--- config.mk ---
export PLATFORM = sky130hd
export DESIGN_NAME = hwpe_sm_port_arbiter
export DESIGN_NICKNAME = d
export VERILOG_FILES = /design/src/rtl/hwpe_sm_arb_pkg.sv /design/src/rtl/hwpe_sm_rr_arbiter.sv /design/src/rtl/hwpe_sm_port_arbiter.sv
export SDC_FILE = /design/constraint.sdc
export NUM_CORES = 1
export LEC_CHECK = 0
export ABC_CLOCK_PERIOD_IN_PS = 8500
export CAP_MARGIN = 20
export CORE_AREA = 3 3 213 215
export DETAILED_ROUTE_END_ITERATION = 16
export DIE_AREA = 0 0 216 218
export PLACE_DENSITY_LB_ADDON = 0.25
export SYNTH_ARGS = -nofsm -noshare
export SYNTH_HDL_FRONTEND = slang
export SYNTH_SLANG_ARGS = --single-unit
export TNS_END_PERCENT = 10
--- constraint.sdc ---
create_clock -name clk -period 8.5 [get_ports clk]
set_clock_uncertainty 0.2 [all_clocks]
set_input_delay 1.275 -clock clk [delete_from_list [all_inputs] [get_ports clk]]
set_output_delay 1.275 -clock clk [all_outputs]
set_load 0.03 [all_outputs]
--- src/rtl/hwpe_sm_arb_pkg.sv ---
// Shared types and constants for the HWPE shared-memory port arbiter.
package hwpe_sm_arb_pkg;

    typedef enum logic [1:0] {
        IDLE,
        REQ,
        RESP,
        ACK
    } arb_state_t;

    localparam logic        ACC_TYPE_WRITE = 1'b1;
    localparam logic        TCDM_TYPE_READ = 1'b1;
    localparam int unsigned WORD_SHIFT     = 2;

endpackage

--- src/rtl/hwpe_sm_rr_arbiter.sv ---
// Combinational round-robin picker: first asserted request at or after ptr_i, wrapping.
module hwpe_sm_rr_arbiter #(
    parameter int unsigned N_REQ = 4,
    localparam int unsigned IDX_W = $clog2(N_REQ)
) (
    input  logic [N_REQ-1:0] req_i,
    input  logic [IDX_W-1:0] ptr_i,
    output logic [N_REQ-1:0] gnt_o,
    output logic [IDX_W-1:0] idx_o,
    output logic             any_req_o
);

    int unsigned pos;
    logic        found;

    always_comb begin
        gnt_o = '0;
        idx_o = '0;
        found = 1'b0;
        pos   = 0;
        for (int unsigned k = 0; k < N_REQ; k++) begin
            pos = (32'(ptr_i) + k) % N_REQ;
            if (!found && req_i[IDX_W'(pos)]) begin
                found               = 1'b1;
                gnt_o[IDX_W'(pos)]  = 1'b1;
                idx_o               = IDX_W'(pos);
            end
        end
    end

    assign any_req_o = |req_i;

endmodule

--- src/rtl/hwpe_sm_port_arbiter.sv ---
// Shares one TCDM LINT master port among N_REQ cs_n/wait_n accelerator ports (round-robin).
// Optional performance counters enabled by defining HWPE_SM_ARB_PERF_EN.
module hwpe_sm_port_arbiter
    import hwpe_sm_arb_pkg::*;
#(
    parameter int unsigned N_REQ      = 4,
    parameter int unsigned ADDR_WIDTH = 32,
    parameter int unsigned DATA_WIDTH = 32,
    parameter int unsigned BE_WIDTH   = DATA_WIDTH/8
) (
    input  logic                        clk,
    input  logic                        rst_n,
    input  logic                        en_i,
    input  logic [N_REQ*ADDR_WIDTH-1:0] base_addr_i,
    input  logic [N_REQ-1:0]            acc_cs_n_i,
    input  logic [N_REQ-1:0]            acc_type_i,
    input  logic [N_REQ*ADDR_WIDTH-1:0] acc_addr_i,
    input  logic [N_REQ*BE_WIDTH-1:0]   acc_be_i,
    input  logic [N_REQ*DATA_WIDTH-1:0] acc_wdata_i,
    output logic [N_REQ-1:0]            acc_wait_n_o,
    output logic [DATA_WIDTH-1:0]       acc_rdata_o,
    output logic                        tcdm_req_o,
    input  logic                        tcdm_gnt_i,
    output logic [ADDR_WIDTH-1:0]       tcdm_add_o,
    output logic                        tcdm_type_o,
    output logic [BE_WIDTH-1:0]         tcdm_be_o,
    output logic [DATA_WIDTH-1:0]       tcdm_data_o,
    input  logic [DATA_WIDTH-1:0]       tcdm_r_data_i,
    input  logic                        tcdm_r_valid_i,
`ifdef HWPE_SM_ARB_PERF_EN
    input  logic                        perf_clear_i,
    output logic [31:0]                 perf_stall_o,
    output logic [31:0]                 perf_xact_o,
`endif
    output logic                        busy_o
);

    localparam int unsigned IDX_W = $clog2(N_REQ);

    arb_state_t             state_q, state_d;
    logic [IDX_W-1:0]       ptr_q, winner_q, arb_idx;
    logic [N_REQ-1:0]       acc_req, arb_gnt, ack_mask;
    logic                   arb_any, launch;
    logic [ADDR_WIDTH-1:0]  sel_base, sel_addr;
    logic [BE_WIDTH-1:0]    sel_be;
    logic [DATA_WIDTH-1:0]  sel_wdata;
    logic                   sel_type;

    assign acc_req = ~acc_cs_n_i;

    hwpe_sm_rr_arbiter #(
        .N_REQ (N_REQ)
    ) i_rr_arbiter (
        .req_i     (acc_req),
        .ptr_i     (ptr_q),
        .gnt_o     (arb_gnt),
        .idx_o     (arb_idx),
        .any_req_o (arb_any)
    );

    // One-hot AND-OR mux of the winning port's request fields
    always_comb begin
        sel_base  = '0;
        sel_addr  = '0;
        sel_be    = '0;
        sel_wdata = '0;
        sel_type  = 1'b0;
        for (int unsigned i = 0; i < N_REQ; i++) begin
            if (arb_gnt[i]) begin
                sel_base  |= base_addr_i[i*ADDR_WIDTH +: ADDR_WIDTH];
                sel_addr  |= acc_addr_i[i*ADDR_WIDTH +: ADDR_WIDTH];
                sel_be    |= acc_be_i[i*BE_WIDTH +: BE_WIDTH];
                sel_wdata |= acc_wdata_i[i*DATA_WIDTH +: DATA_WIDTH];
                sel_type  |= acc_type_i[i];
            end
        end
    end

    always_ff @(posedge clk or negedge rst_n) begin
        if (!rst_n) state_q <= IDLE;
        else        state_q <= state_d;
    end

    always_comb begin
        state_d = state_q;
        launch  = 1'b0;
        unique case (state_q)
            IDLE: begin
                if (en_i && arb_any) begin
                    state_d = REQ;
                    launch  = 1'b1;
                end
            end
            REQ:     if (tcdm_gnt_i) state_d = (tcdm_type_o == TCDM_TYPE_READ) ? RESP : ACK;
            RESP:    if (tcdm_r_valid_i) state_d = ACK;
            ACK:     state_d = IDLE;
            default: state_d = IDLE;
        endcase
    end

    always_ff @(posedge clk or negedge rst_n) begin
        if (!rst_n) begin
            ptr_q       <= '0;
            winner_q    <= '0;
            tcdm_add_o  <= '0;
            tcdm_type_o <= 1'b0;
            tcdm_be_o   <= '0;
            tcdm_data_o <= '0;
            acc_rdata_o <= '0;
        end else begin
            if (launch) begin
                winner_q    <= arb_idx;
                tcdm_add_o  <= sel_base + (sel_addr << WORD_SHIFT);
                tcdm_type_o <= (sel_type == ACC_TYPE_WRITE) ? ~TCDM_TYPE_READ : TCDM_TYPE_READ;
                tcdm_be_o   <= sel_be;
                tcdm_data_o <= sel_wdata;
            end
            if (state_q == RESP && tcdm_r_valid_i)
                acc_rdata_o <= tcdm_r_data_i;
            if (state_q == ACK)
                ptr_q <= (winner_q == IDX_W'(N_REQ-1)) ? '0 : winner_q + IDX_W'(1);
        end
    end

    assign ack_mask     = (state_q == ACK) ? (N_REQ'(1) << winner_q) : '0;
    assign acc_wait_n_o = acc_cs_n_i | ack_mask;
    assign tcdm_req_o   = (state_q == REQ);
    assign busy_o       = (state_q != IDLE);

`ifdef HWPE_SM_ARB_PERF_EN
    logic stall_now;
    assign stall_now = |(acc_req & ~acc_wait_n_o);

    always_ff @(posedge clk or negedge rst_n) begin
        if (!rst_n) begin
            perf_stall_o <= '0;
            perf_xact_o  <= '0;
        end else if (perf_clear_i) begin
            perf_stall_o <= '0;
            perf_xact_o  <= '0;
        end else begin
            if (stall_now && perf_stall_o != '1) perf_stall_o <= perf_stall_o + 32'd1;
            if (state_q == ACK)                  perf_xact_o  <= perf_xact_o + 32'd1;
        end
    end
`endif

    // The winning accelerator must keep its request asserted until its ACK cycle
    a_winner_holds_req: assert property (@(posedge clk) disable iff (!rst_n)
        (state_q == REQ || state_q == RESP) |-> !acc_cs_n_i[winner_q]);

endmodule

After elaboration in Yosys (flattened, before gate mapping)
Cells that the tools add are included.
{ "word_totals": {"regBits": 107, "output_inout_bits": 107, "word_cells": 122} }
{ "op_classes": {"n_addsub": 5, "magnitude_cmp": 8, "eq_ne": 7, "shift": 1, "muxes": 57, "bitwise_logic": 20, "reduce_logical": 16} }
{ "ops": {"columns": ["op", "n"], "rows": [
  ["$mux 32", 8],
  ["$or 32x32->32", 6],
  ["$mux 30", 4],
  ["$or 30x30->30", 3],
  ["$mux 4", 9],
  ["$add 32x32->32", 1],
  ["$or 4x4->4", 7],
  ["$mux 1", 19],
  ["$mux 2", 8],
  ["$lt 2x3->1 const B", 4],
  ["$logic_and 1x1->1", 9],
  ["$bmux 1 s2", 4],
  ["$demux 1 s2", 4],
  ["$ge 2x1->1 const B", 4],
  ["$pmux 2 s4", 1],
  ["$eq 2x2->1 const B", 3],
  ["$add 2x1->2 const B", 2],
  ["$add 2x2->2 const B", 2],
  ["$ne 2x2->1 const B", 2],
  ["$not 4->4", 1],
  ["$reduce_or 4->1", 1],
  ["$shl 1x2->4 const A", 1],
  ["$logic_not 1->1", 3],
  ["$or 1x1->1", 3],
  ["other kinds (5)", 5]
]} }

Logic depth before layout (Yosys ltp)
{ "depth": {"word_depth": 21, "ltp_mapped": 22, "depth_no_buf": 18} }

By module
From an unflattened synthesis, not the netlist that was laid out.
{ "hier_totals": {"cells_unflattened": 939, "area_unflattened_um2": 8096.5} }
{ "modules_own_cells": {"columns": ["mod", "n_inst", "cells_per_inst", "area_each_um2", "seq_area_each_um2"], "rows": [
  ["hwpe_sm_port_arbiter", 1, 892, 7669.9, 2677.6],
  ["hwpe_sm_rr_arbiter", 1, 47, 426.7, 0.0]
]} }

Worst setup path after synthesis
No wires, ideal clock.
{ "synth_path": {"path_kind": "input port to flip-flop", "startpoint": "input port acc_cs_n_i[3]", "endpoint": "register tcdm_add_o[28]", "t_arrival_ns": 5.530, "t_required_ns": 8.196, "setup_slack_ns": 2.666, "stages": 18, "path_buffers": 2, "cell_sequence": "mux4_2 -> or2_0 -> a32oi_1 -> o21ai_1 -> clkbuf_1 -> clkbuf_1 -> a222oi_1 -> nand2_1 -> ha_1 -> fa_1 -> a21o_1 -> a21oi_1 -> o2111ai_1 -> a221o_1 -> a311o_1 -> o211ai_1 -> nand4b_1 -> o311ai_1"} }
{ "synth_via": {"elab_chain_cells": 21, "word_cells_on_any_way": 44, "cone_classes": "add/sub: 1; mux: 25; bitwise: 10; reduce/logical: 8"} }
{ "synth_lines": {"columns": ["item", "line", "rtl"], "rows": [
  ["start, declared", "hwpe_sm_port_arbiter.sv:15", "input logic [N_REQ-1:0] acc_cs_n_i,"],
  ["$not 4->4 *", "hwpe_sm_port_arbiter.sv:49", "assign acc_req = ~acc_cs_n_i;"],
  ["$bmux 1 s2", "hwpe_sm_rr_arbiter.sv:23", "if (!found && req_i[IDX_W'(pos)]) begin"],
  ["$mux 1 (not written as such)", "hwpe_sm_rr_arbiter.sv:23", null],
  ["$mux 1", "hwpe_sm_rr_arbiter.sv:23", null],
  ["$logic_not 1->1", "hwpe_sm_rr_arbiter.sv:23", null],
  ["$logic_and 1x1->1", "hwpe_sm_rr_arbiter.sv:23", null],
  ["$mux 1", "hwpe_sm_rr_arbiter.sv:23", null],
  ["$logic_not 1->1", "hwpe_sm_rr_arbiter.sv:23", null],
  ["[... 5 more ...]", null, null],
  ["$mux 32 or $mux 30 (tied branches)", "hwpe_sm_port_arbiter.sv:69", "if (arb_gnt[i]) begin"],
  ["$or 32x32->32 or $or 30x30->30 (tied branches)", "hwpe_sm_port_arbiter.sv:70, hwpe_sm_port_arbiter.sv:71", null],
  ["$mux 32 or $mux 30 (tied branches)", "hwpe_sm_port_arbiter.sv:69", null],
  ["$or 32x32->32 or $or 30x30->30 (tied branches)", "hwpe_sm_port_arbiter.sv:70, hwpe_sm_port_arbiter.sv:71", null],
  ["$mux 32 or $mux 30 (tied branches)", "hwpe_sm_port_arbiter.sv:69", null],
  ["$or 32x32->32 or $or 30x30->30 (tied branches)", "hwpe_sm_port_arbiter.sv:70, hwpe_sm_port_arbiter.sv:71", null],
  ["$mux 32 or $mux 30 (tied branches)", "hwpe_sm_port_arbiter.sv:69", null],
  ["$add 32x32->32", "hwpe_sm_port_arbiter.sv:113", "tcdm_add_o <= sel_base + (sel_addr << WORD_SHIFT);"],
  ["end signal, assigned", "hwpe_sm_port_arbiter.sv:113", null],
  ["end, declared", "hwpe_sm_port_arbiter.sv:24", "output logic [ADDR_WIDTH-1:0] tcdm_add_o,"]
]} }
Every way passes the cells marked *; elsewhere a longest branch is shown, timed or not. The select of a mux whose other input is x is not followed.
A chain may end at the register's enable or synchronous reset.

Worst setup path after layout
{ "layout_path": {"startpoint": "input port acc_cs_n_i[3]", "endpoint": "register tcdm_add_o[31]"} }
The elaborated chain is that of the path after synthesis.

==> results.md <==
- Reg clk slew, reported paths: ~0.08 ns
- CP required: 8.55 ns
- Asr flop ratio synth: 100%
- Number of global-route vias before repair: a little under 10000
- Syn_area_per_cell: approximately 8.6 um2
- Num ports: approximately 550
- Slowest CP cell: mux4_2
- GR Overflow Total: 0
- Hold WC Path Type: reg -> reg
- Number of remaining DRC errors: 0
- GR peak layer: met2
- Core ar.: 0.0439 mm2
- Die Wd: between 200 and 250 um
- Die ar.: 0.0471 mm2
- Setup Viol. Count Final: 0
- Critical path, cell by cell: clkdlybuf4s50_1 -> mux4_2 -> or2_0 -> a32oi_1 -> o21ai_4 -> buf_4 -> a222oi_1 -> nand2_1 -> ha_1 -> a211o_1 -> a21oi_1 -> o211ai_1 -> a41oi_1 -> o211ai_1 -> a31oi_1 -> xnor2_1 -> o21ai_1
- Status: completed
- Synth area leaders: dfrtp_1 34%, a222oi_1 12%, nand2_1 9.9%, ha_1 7.3%, mux2_2 4.6%
- Starting DRT DRC Count: 943
- R2r startpoint: ptr_q[0]$_DFFE_PN0P_
- Worst r2r dst: tcdm_add_o[30]$_DFFE_PN0P_
- Global routing met1 resource utilization: approximately 18%
- Gate power share: 80.6%
- M3 GR Usage: under 10%
- Post-layout min period: between 7 and 8 ns
- Post-synth EDFFs: 0
- Clock root cell: clkbuf_16
- Post-DP HPWL: about 34000 um
- Synth Warn #: 0
- Critical hold path startpoint: tcdm_add_o[13]$_DFFE_PN0P_
- Final hold viol count: 0
- Initial antenna violation count: 4
- RSZ-0062 raised after global routing: false
- Initial Utilization: 17.9%
- Worst VDD drop: between 0.2 and 0.25 mV
- Leak Pwr: between 0.005 and 0.006 uW
- Critical-path maximum fanout: 21
- Remaining antenna violation count: 0
- Routed via count: 9515
- Yosys top cell area share: 34.1%
- Worst hold path depth: 2
- Area Growth Syn to Fin: 81.4%
- Primary FF master, synth: dfrtp_1
- Sequential element share of the synthesized area: 34.1%
- Fillers: roughly 4700
- I/O Buffers: 543
- Max-slew violations: 0
- Final setup TNS: 0 ns
- End of the worst hold path: tcdm_add_o[13]$_DFFE_PN0P_
- Setup bufs post-CTS: 0
- FMAX: about 0.14 GHz
- Sw Ratio: a little over half
- Crit Path Class: in -> reg
- Final setup margin: roughly 1.5 ns
- Hold_buf cts: 0
- Largest net degree at the start of global routing: 79
- Met2 usage: between 30% and 40%
- GPL Wtd Cong: 0.842
- MaxCap Viol Count: 0
- NetSw: around 3800 uW
- CTS max path bufs: 2
- First-pass GRT wire length: roughly 60000 um
- PD cells: between 400 and 500 mW/mm2
- TritonCTS clock tree: built
- Seq cells post-synth: ~110
- Storage cell area: ~0.0027 mm2
- Syn_nets: 1407
- All-Layer GR Usage: between 15 and 20%
- Worst-Margin Slew: between 0.9 and 1 ns
- Cell Area, Synth: 0.00786 mm2
- Min Hold Slack: around 0.28 ns
- Dpl ws: around 1.1 ns
- Synth cell types: slightly above 60
- Die Height: between 200 and 250 um
- Final wirelength: between 40000 and 50000 um
- Cts repair resizes: 0
- Final period util: 82.7%
- Routed len/inst: ~21 um
- Rows: 77
- Multi-input gate area: ~0.0049 mm2
- Pint: around 3300 uW
- Most frequent CP cell: o211ai_1
- Buffers & Inverters on Critical Path: 2
- Synth Instances: 915
- Worst reg-to-reg path cell count: 19
- Via-per-instance ratio: about 4.7
- Layout net count: 1910
- Slew margin rel.: 34.1%
- Crit. End Element: flip-flop
- Sequential power share: a little over an eighth
- Clk_lat worst skew: 0.39 ns
- H-Tree Level Count: 3
- TritonCTS Buffers: 9
- Pre-antenna DRT Iters: 9
- Layout cells sized above 1: 5.55%
- Post-synth top area cell: dfrtp_1
- Clk pwr share: between 6 and 7%
- CP arrival: just over 7 ns
- Crit path launch type: input port
- Flop2flop setup slack: approximately 1.8 ns
- CP max stage delay: 0.69 ns
- Clk sinks: ~110
- Delay-heaviest family, CP: compound AO/OA/AOI/OAI gates
[layer usage]
layer,routed length [um],part of all wire (%),vias to the layer above
met5,36,0.086,-
met4,636,1.5,6
met3,3580,8.5,28
met2,21900,52,466
met1,15700,38,4511
li1,-,-,4504
[how the worst max path moves through the flow]
stage	from	end	slack, ns	cells past startpoint
global placement	acc_cs_n_i[3]	tcdm_add_o[30]$_DFFE_PN0P_	1.10	17
detailed placement	acc_cs_n_i[3]	tcdm_add_o[30]$_DFFE_PN0P_	1.06	17
floorplan	acc_cs_n_i[3]	tcdm_add_o[28]$_DFFE_PN0P_	2.67	18
CTS	acc_cs_n_i[3]	tcdm_add_o[30]$_DFFE_PN0P_	1.50	17
finish	acc_cs_n_i[3]	tcdm_add_o[31]$_DFFE_PN0P_	1.47	17
global route	acc_cs_n_i[3]	tcdm_add_o[31]$_DFFE_PN0P_	1.19	17
[cell type report]
type | count | area share, %
Clock buffer | 9 | 1.58
Tap cell | 592 | 5.20
Antenna cell | 1 | 0.0176
Sequential cell | 107 | 18.8
Timing Repair Buffer | 560 | 39.1
Clock inverter | 7 | 0.562
Multi-Input combinational cell | 716 | 34.1
Inverter | 24 | 0.632
[cells in the mapped netlist, types with 3 or more instances]
library cell	n
nand2_1	207
dfrtp_1	107
a222oi_1	97
clkbuf_1	57
nor2_1	52
ha_1	46
a31oi_1	42
o21ai_0	38
a21oi_1	37
mux2_2	32
inv_1	23
xnor2_1	18
a21o_1	15
nand3_1	11
nor2b_1	11
o21ai_1	9
buf_1	8
o211ai_1	8
xor2_1	7
and3_1	6
nor3b_1	6
a211o_1	4
a22oi_1	4
and2_1	4
mux2i_1	4
nand4_1	4
o21a_1	4
o21bai_1	4
buf_2	3
mux4_2	3
nand3b_1	3
o221ai_1	3
[kinds of logic after synthesis]
| kind of cell | Yosys count | synth area share, % |
|---|---|---|
| muxes | 39 | 5.95 |
| DFF | 107 | 34.1 |
| AOI/OAI and AO/OA | 293 | 28.5 |
| xor gates and xnor gates | 25 | 2.79 |
| adders and majority gates | 47 | 7.58 |
| buffers and inverters | 92 | 4.44 |
| and+or+nand+nor | 312 | 16.7 |
[through the flow]
stage	std cells	util (%)	area, um2	total power (uW)
CTS	2015	32.4	14300	7170
detailed placement	1999	31.8	13900	6680
floorplan	915	-	7860	4670
finish	2016	32.5	14300	7070
global route	2016	32.5	14300	7680
global placement	1999	31.8	13900	6660
[cell usage in the layout (no fill, tap or decap), types with 3 or more instances in the layout]
cell / instances
mux2i_1: 4
nor2_1: 52
buf_4: 16
a21o_1: 15
a222oi_1: 97
ha_1: 46
and3_1: 5
clkdlybuf4s50_1: 542
a22oi_1: 4
inv_1: 23
nor3b_1: 6
nor2b_1: 11
a31oi_1: 42
and2_1: 4
clkbuf_16: 9
nand2_1: 207
a21oi_1: 37
o21ai_0: 38
a211o_1: 4
o21ai_1: 8
o21a_1: 4
mux4_2: 3
o211ai_1: 8
nand3b_1: 3
xnor2_1: 18
o21bai_1: 4
o221ai_1: 3
mux2_2: 32
dfrtp_1: 107
nand4_1: 4
xor2_1: 7
nand3_1: 10
[state kept, by name, summed over array words and instances, names as in the netlist]
name         flops
acc_rdata_o     32
ptr_q            2
state_q          2
tcdm_add_o      32
tcdm_be_o        4
tcdm_data_o     32
tcdm_type_o      1
winner_q         2
[power groups by stage]
stage / Combinational (uW) / Sequential, uW / Clock [uW]
after detailed placement: 5750 / 934 / 0
final: 5700 / 920 / 454
after CTS: 5770 / 924 / 483
after floorplan: 3290 / 1380 / 0
after global placement: 5740 / 922 / 0
after global routing: 6230 / 957 / 499
[worst register-to-register path, stage by stage, from the launching register on]
cell and delay [ns]:
dfrtp_1 0.71, inv_1 0.31, ha_1 0.60, or3b_2 0.21
o22ai_1 0.10, nor2_1 0.54, o211ai_1 0.27, buf_12 0.24
a222oi_1 0.41, nand2_1 0.11, ha_1 0.26, fa_1 0.47
a21o_1 0.20, a21oi_1 0.37, o2111ai_1 0.32, a221o_1 0.46
a31oi_1 0.36, a31o_2 0.23, mux2i_1 0.19, o211ai_1 0.10
Power figures use the tool's default switching activity.
